[src/rtl/trap_fifo_if.sv]
// Trap-buffer bus bundle: Z80 bus snoop, trap strobe, supervisor record-read port.
// master drives the bus side (CPU/mapper decode); slave is the trap buffer.
interface trap_fifo_if;
  logic [15:0] addr;
  logic [7:0]  data_in;
  logic        rd_n;
  logic        wr_n;
  logic        trap_addr_wr_n;
  logic        rec_rd_n;
  logic [1:0]  rec_sel;
  logic [7:0]  data_out;
  logic        data_oe;
  logic        trap_pending;
  logic        overflow;

  modport master (
    output addr, data_in, rd_n, wr_n, trap_addr_wr_n, rec_rd_n, rec_sel,
    input  data_out, data_oe, trap_pending, overflow
  );

  modport slave (
    input  addr, data_in, rd_n, wr_n, trap_addr_wr_n, rec_rd_n, rec_sel,
    output data_out, data_oe, trap_pending, overflow
  );
endinterface

[src/rtl/trap_fifo.sv]
// Trap-record FIFO: one record per trapped I/O access, visible right after the capture edge.
// No backpressure: a capture into a full FIFO (without a same-edge pop) is dropped and flagged sticky overflow.
module trap_fifo #(
  parameter int DEPTH = 4
) (
  input logic       clk,
  input logic       reset_n,
  trap_fifo_if.slave bus
);
  localparam int PTR_W = (DEPTH > 2) ? 2 : 1;
  localparam logic [2:0]       DEPTH_C = 3'(DEPTH);
  localparam logic [PTR_W-1:0] PTR_ONE = PTR_W'(1);

  typedef struct packed {
    logic        dir;
    logic [15:0] addr;
    logic [7:0]  dat;
  } rec_t;

  rec_t             mem_q [DEPTH];
  rec_t             mem_d [DEPTH];
  logic [PTR_W-1:0] wr_ptr_q, wr_ptr_d;
  logic [PTR_W-1:0] rd_ptr_q, rd_ptr_d;
  logic [2:0]       count_q, count_d;
  logic             armed_q, armed_d;
  logic             overflow_q, overflow_d;
  logic             rd_seen_q, rd_seen_d;
  logic [1:0]       sel_q, sel_d;

  logic capture, empty, full, end_rd, pop, push, ovf_set, ovf_clr;
  rec_t new_rec, head;

  always_comb begin
    capture = armed_q && !bus.trap_addr_wr_n && (!bus.rd_n || !bus.wr_n);
    empty   = (count_q == 3'd0);
    full    = (count_q == DEPTH_C);
    end_rd  = rd_seen_q && bus.rec_rd_n;
    pop     = end_rd && (sel_q == 2'd3) && !empty;
    // A pop on the same edge frees the slot the push needs.
    push    = capture && (!full || pop);
    ovf_set = capture && full && !pop;
    ovf_clr = end_rd && (sel_q == 2'd0);

    new_rec.dir  = !bus.wr_n;
    new_rec.addr = bus.addr;
    new_rec.dat  = !bus.wr_n ? bus.data_in : 8'hFF;

    mem_d      = mem_q;
    wr_ptr_d   = wr_ptr_q;
    rd_ptr_d   = rd_ptr_q;
    armed_d    = armed_q;
    overflow_d = overflow_q;

    if (capture)
      armed_d = 1'b0;
    else if (bus.trap_addr_wr_n)
      armed_d = 1'b1;

    if (push) begin
      mem_d[wr_ptr_q] = new_rec;
      wr_ptr_d        = wr_ptr_q + PTR_ONE;
    end
    if (pop)
      rd_ptr_d = rd_ptr_q + PTR_ONE;
    count_d = count_q + 3'(push) - 3'(pop);

    if (ovf_set)
      overflow_d = 1'b1;
    else if (ovf_clr)
      overflow_d = 1'b0;

    rd_seen_d = !bus.rec_rd_n;
    sel_d     = bus.rec_rd_n ? sel_q : bus.rec_sel;
  end

  always_ff @(posedge clk or negedge reset_n) begin
    if (!reset_n) begin
      for (int i = 0; i < DEPTH; i++)
        mem_q[i] <= '0;
      wr_ptr_q   <= '0;
      rd_ptr_q   <= '0;
      count_q    <= '0;
      armed_q    <= 1'b0;
      overflow_q <= 1'b0;
      rd_seen_q  <= 1'b0;
      sel_q      <= 2'd0;
    end else begin
      mem_q      <= mem_d;
      wr_ptr_q   <= wr_ptr_d;
      rd_ptr_q   <= rd_ptr_d;
      count_q    <= count_d;
      armed_q    <= armed_d;
      overflow_q <= overflow_d;
      rd_seen_q  <= rd_seen_d;
      sel_q      <= sel_d;
    end
  end

  always_comb begin
    head = mem_q[rd_ptr_q];
    case (bus.rec_sel)
      2'd0:    bus.data_out = {1'b0, count_q, head.dir & !empty, overflow_q, full, !empty};
      2'd1:    bus.data_out = empty ? 8'hFF : head.addr[7:0];
      2'd2:    bus.data_out = empty ? 8'hFF : head.addr[15:8];
      default: bus.data_out = empty ? 8'hFF : head.dat;
    endcase
  end

  assign bus.data_oe      = !bus.rec_rd_n;
  assign bus.trap_pending = !empty;
  assign bus.overflow     = overflow_q;
endmodule

[src/flat_wrapper.sv]
// flat-port wrapper written by rule: the top's interface ports become plain ports
module trap_fifo_flat 
#(
  parameter int DEPTH = 4
)
  (clk, reset_n, bus_addr, bus_data_in, bus_rd_n, bus_wr_n, bus_trap_addr_wr_n, bus_rec_rd_n, bus_rec_sel, bus_data_out, bus_data_oe, bus_trap_pending, bus_overflow);
  trap_fifo_if bus_i ();
  input logic clk;
  input logic reset_n;
  input wire logic [$bits(bus_i.addr)-1:0] bus_addr;
  input wire logic [$bits(bus_i.data_in)-1:0] bus_data_in;
  input wire logic [$bits(bus_i.rd_n)-1:0] bus_rd_n;
  input wire logic [$bits(bus_i.wr_n)-1:0] bus_wr_n;
  input wire logic [$bits(bus_i.trap_addr_wr_n)-1:0] bus_trap_addr_wr_n;
  input wire logic [$bits(bus_i.rec_rd_n)-1:0] bus_rec_rd_n;
  input wire logic [$bits(bus_i.rec_sel)-1:0] bus_rec_sel;
  output wire logic [$bits(bus_i.data_out)-1:0] bus_data_out;
  output wire logic [$bits(bus_i.data_oe)-1:0] bus_data_oe;
  output wire logic [$bits(bus_i.trap_pending)-1:0] bus_trap_pending;
  output wire logic [$bits(bus_i.overflow)-1:0] bus_overflow;
  assign bus_i.addr = bus_addr;
  assign bus_i.data_in = bus_data_in;
  assign bus_i.rd_n = bus_rd_n;
  assign bus_i.wr_n = bus_wr_n;
  assign bus_i.trap_addr_wr_n = bus_trap_addr_wr_n;
  assign bus_i.rec_rd_n = bus_rec_rd_n;
  assign bus_i.rec_sel = bus_rec_sel;
  assign bus_data_out = bus_i.data_out;
  assign bus_data_oe = bus_i.data_oe;
  assign bus_trap_pending = bus_i.trap_pending;
  assign bus_overflow = bus_i.overflow;
  trap_fifo #(.DEPTH(DEPTH)) u_core (.clk(clk), .reset_n(reset_n), .bus(bus_i));
endmodule
[config.mk]
export PLATFORM = sky130hd
export DESIGN_NAME = trap_fifo_flat
export DESIGN_NICKNAME = d
export VERILOG_FILES = /design/src/rtl/trap_fifo_if.sv /design/src/rtl/trap_fifo.sv /design/src/flat_wrapper.sv
export SDC_FILE = /design/constraint.sdc
export NUM_CORES = 1
export LEC_CHECK = 0
export CORE_UTILIZATION = 58
export DETAILED_ROUTE_END_ITERATION = 10
export GPL_ROUTABILITY_DRIVEN = 0
export GPL_TIMING_DRIVEN = 0
export PLACE_DENSITY = 0.79
export SETUP_SLACK_MARGIN = 0.2
export SLEW_MARGIN = 40
export SYNTH_ARGS = -nofsm -noshare
export SYNTH_HDL_FRONTEND = slang
export SYNTH_SLANG_ARGS = --single-unit
[constraint.sdc]
create_clock -name clk -period 3.5 [get_ports clk]
set_clock_uncertainty 0.2 [all_clocks]
set_input_delay 0.35 -clock clk [delete_from_list [all_inputs] [get_ports clk]]
set_output_delay 0.35 -clock clk [all_outputs]
set_load 0.01 [all_outputs]
==> flow_summary.ini <==
[power_and_ir_drop]
powerDensity_nw_per_um2 = 850
ir_worst_vdd_v = 0.000374
p_leak_nw = 2.89

[logic_synthesis]
syn_area_per_cell_um2 = 13.5
ys_warn_count = 0
synth_nets = 448
synth_cells = 409
synth_edf_count = 0
yosys_most_used_dff = dfrtp_1
synth-seq-area-share = 0.509
synth_seq_cells = 112
netlist_area_um2 = 5500
async_flop_share = 1.00
ys_types = 45

[place]
io_buffer_count = 42
dp_hpwl_um = 8510
pre_cts_slack_ns = 0.455

[routing]
wire_per_inst_um = 20.7
antenna_left = 0
drt-initial-drc-count = 155
wl_um = 12000
first_pass_iters = 5
drc = 0
via_per_inst = 6.16
vias = 3569

[sta]
period_share = 0.911
max_freq_mhz = 313
tightestPinTransition_ns = 0.485
finalMaxSlewViolations = 0
worst_slack_ns = 0.310
grt_setup_unrepaired = no
finalHoldViolCount = 0
layout_min_cycle_time_ns = 3.19
slew_headroom = 0.677
finalSetupViolations = 0

[setup_path]
cp-startpoint = u_core.rd_ptr_q[1]
critPathKind = register to output pin
worstPathRequired_ns = 2.95
reg2reg_depth = 8
critPathLaunchType = register
critical_path.endpoint = bus_data_out[4]
reg2reg_from = u_core.count_q[1]
r2r-end = u_core.count_q[2]
cp_max_fo = 10
cp-end-kind = output pin
critPathArrivalTime_ns = 2.64
rrSetupSlack_ns = 0.86

[clocking]
cts_buffer_depth = 2
htreeDepth = 3
cts_tree = yes
worstSkewPairLatency_ns = 0.37
cts_buffers = 9
cts.clk_slew.worst_paths_ns = 0.09
cts-root-buf = clkbuf_8
cts_sinks = 112

[cells_and_area]
finalNetCount = 503
final_common_cell = dfrtp_1
utilization = 0.687
syn_to_final_growth_pct = 14.8
antennaDiodeCount = 0
drive_gt1_frac = 0.263
layout_common_cells = dfrtp_1, nand2_1, o21ai_0

[die]
die_y_um = 99.4
io_pins = 43
core-area_um2 = 9200
placementRows = 35
fp.dieW_um = 99.4
die_area_um2 = 9880
initial_core_util = 0.598

[global_routing]
grt-ovfl-total = 0
antenna_found_initial = 0
grt_pass1_vias = 3754
grt_max_degree = 65
grt_pass1_wl_um = 19500
grt_usage = 0.265

[min_path]
hold_path_class = register to register
min_from = u_core.rd_seen_q

[status]
status = finished clean

[run]
maxCapViolCount = 0
-- flip-flops by register name, summed over array words and instances (netlist names) --
| register | count |
|---|---|
| u_core.rd_seen_q | 1 |
| u_core.sel_q | 2 |
| u_core.armed_q | 1 |
| u_core.mem_q | 100 |
| u_core.bus.overflow | 1 |
| u_core.wr_ptr_q | 2 |
| u_core.rd_ptr_q | 2 |
| u_core.count_q | 3 |
-- area by class of cell --
cell class,count,area [um2]
repair buffers,44,463
plain buffers,26,239
clock inverters,3,26.3
inverters,11,41.3
flip-flops and latches,112,2800
multi-input cells,260,2450
clock buffers,12,155
fillers,650,2880
well taps,111,139
-- metrics by stage --
stage	cells	total power, W	TNS [ns]	hold WS, ns	instance area, um2
CTS	579	0.00536	0	0.279	6290
global placement	562	0.00450	-244.77	0.257	6060
finish	579	0.00537	0	0.272	6310
global route	579	0.00568	0	0.313	6310
floorplan	409	0.00388	0	-0.146	5500
detailed placement	563	0.00463	0	0.126	6090
-- repair_timing --
item | CTS | global route
hold buffers | 1 | 0
buffers inserted | 0 | 0
endpoints found under the setup margin | 6 | 6
hold endpoints to repair | 63 | 0
gates resized for setup | 3 | 8
-- metal layers --
| metal | global-route usage | wire [um] |
|---|---|---|
| met2 | 0.455 | 6140 |
| met4 | 0.105 | 217 |
| met3 | 0.0464 | 639 |
| met5 | 0 | 0 |
| met1 | 0.337 | 5010 |
-- worst max-delay path: stages, from the launching register on --
cell,delay [ns]
dfrtp_1,0.33
buf_2,0.28
clkbuf_2,0.39
mux4_2,0.39
a211oi_1,0.29
a21oi_1,0.10
clkdlybuf4s50_1,0.50
-- kinds of logic (layout without fill, tap and decap cells) --
| family | Yosys count | after routing | share of synthesized area |
|---|---|---|---|
| flip-flops | 112 | 112 | 0.509 |
| multiplexers | 97 | 97 | 0.262 |
| AO/OA/AOI/OAI | 78 | 78 | 0.0978 |
| AND/OR/NAND/NOR | 73 | 73 | 0.0571 |
| buffers and inverters | 37 | 96 | 0.0487 |
| adder cells (fa/ha/maj) | 7 | 7 | 0.0173 |
| XOR/XNOR | 5 | 5 | 0.00796 |
-- synth_stat cells (all sizes together) (2+ instances only) --
library cell,count,share of area
mux4,19,0.078
a211oi,2,0.0027
o211ai,2,0.0027
nor2,11,0.0075
xor2,2,0.0032
dfrtp,112,0.51
o2111ai,4,0.019
o21ai,44,0.040
a21oi,7,0.0064
nand2,46,0.031
buf,18,0.035
a22oi,5,0.0068
a221oi,2,0.0032
mux2,65,0.16
nor2b,3,0.0034
and2,2,0.0023
inv,11,0.0075
o22ai,4,0.0045
xnor2,3,0.0048
clkbuf,8,0.0059
mux2i,13,0.024
ha,6,0.014
nor3,4,0.0036
-- where the power goes --
| group | switching (W) | total, W | internal, W |
|---|---|---|---|
| clock | 0.000419 | 0.000719 | 0.000300 |
| sequential | 0.000359 | 0.00227 | 0.00191 |
| combinational | 0.00103 | 0.00238 | 0.00135 |
| total | 0.00181 | 0.00537 | 0.00356 |
-- worst min-delay path by stage --
stage / end / depth (start not counted)
after floorplan: u_core.armed_q / 0
after global placement: u_core.mem_q[79] / 2
after detailed placement: u_core.bus.overflow / 1
after CTS: u_core.bus.overflow / 1
after global routing: u_core.bus.overflow / 1
final: u_core.bus.overflow / 1
(Power assumes the default switching activity.)
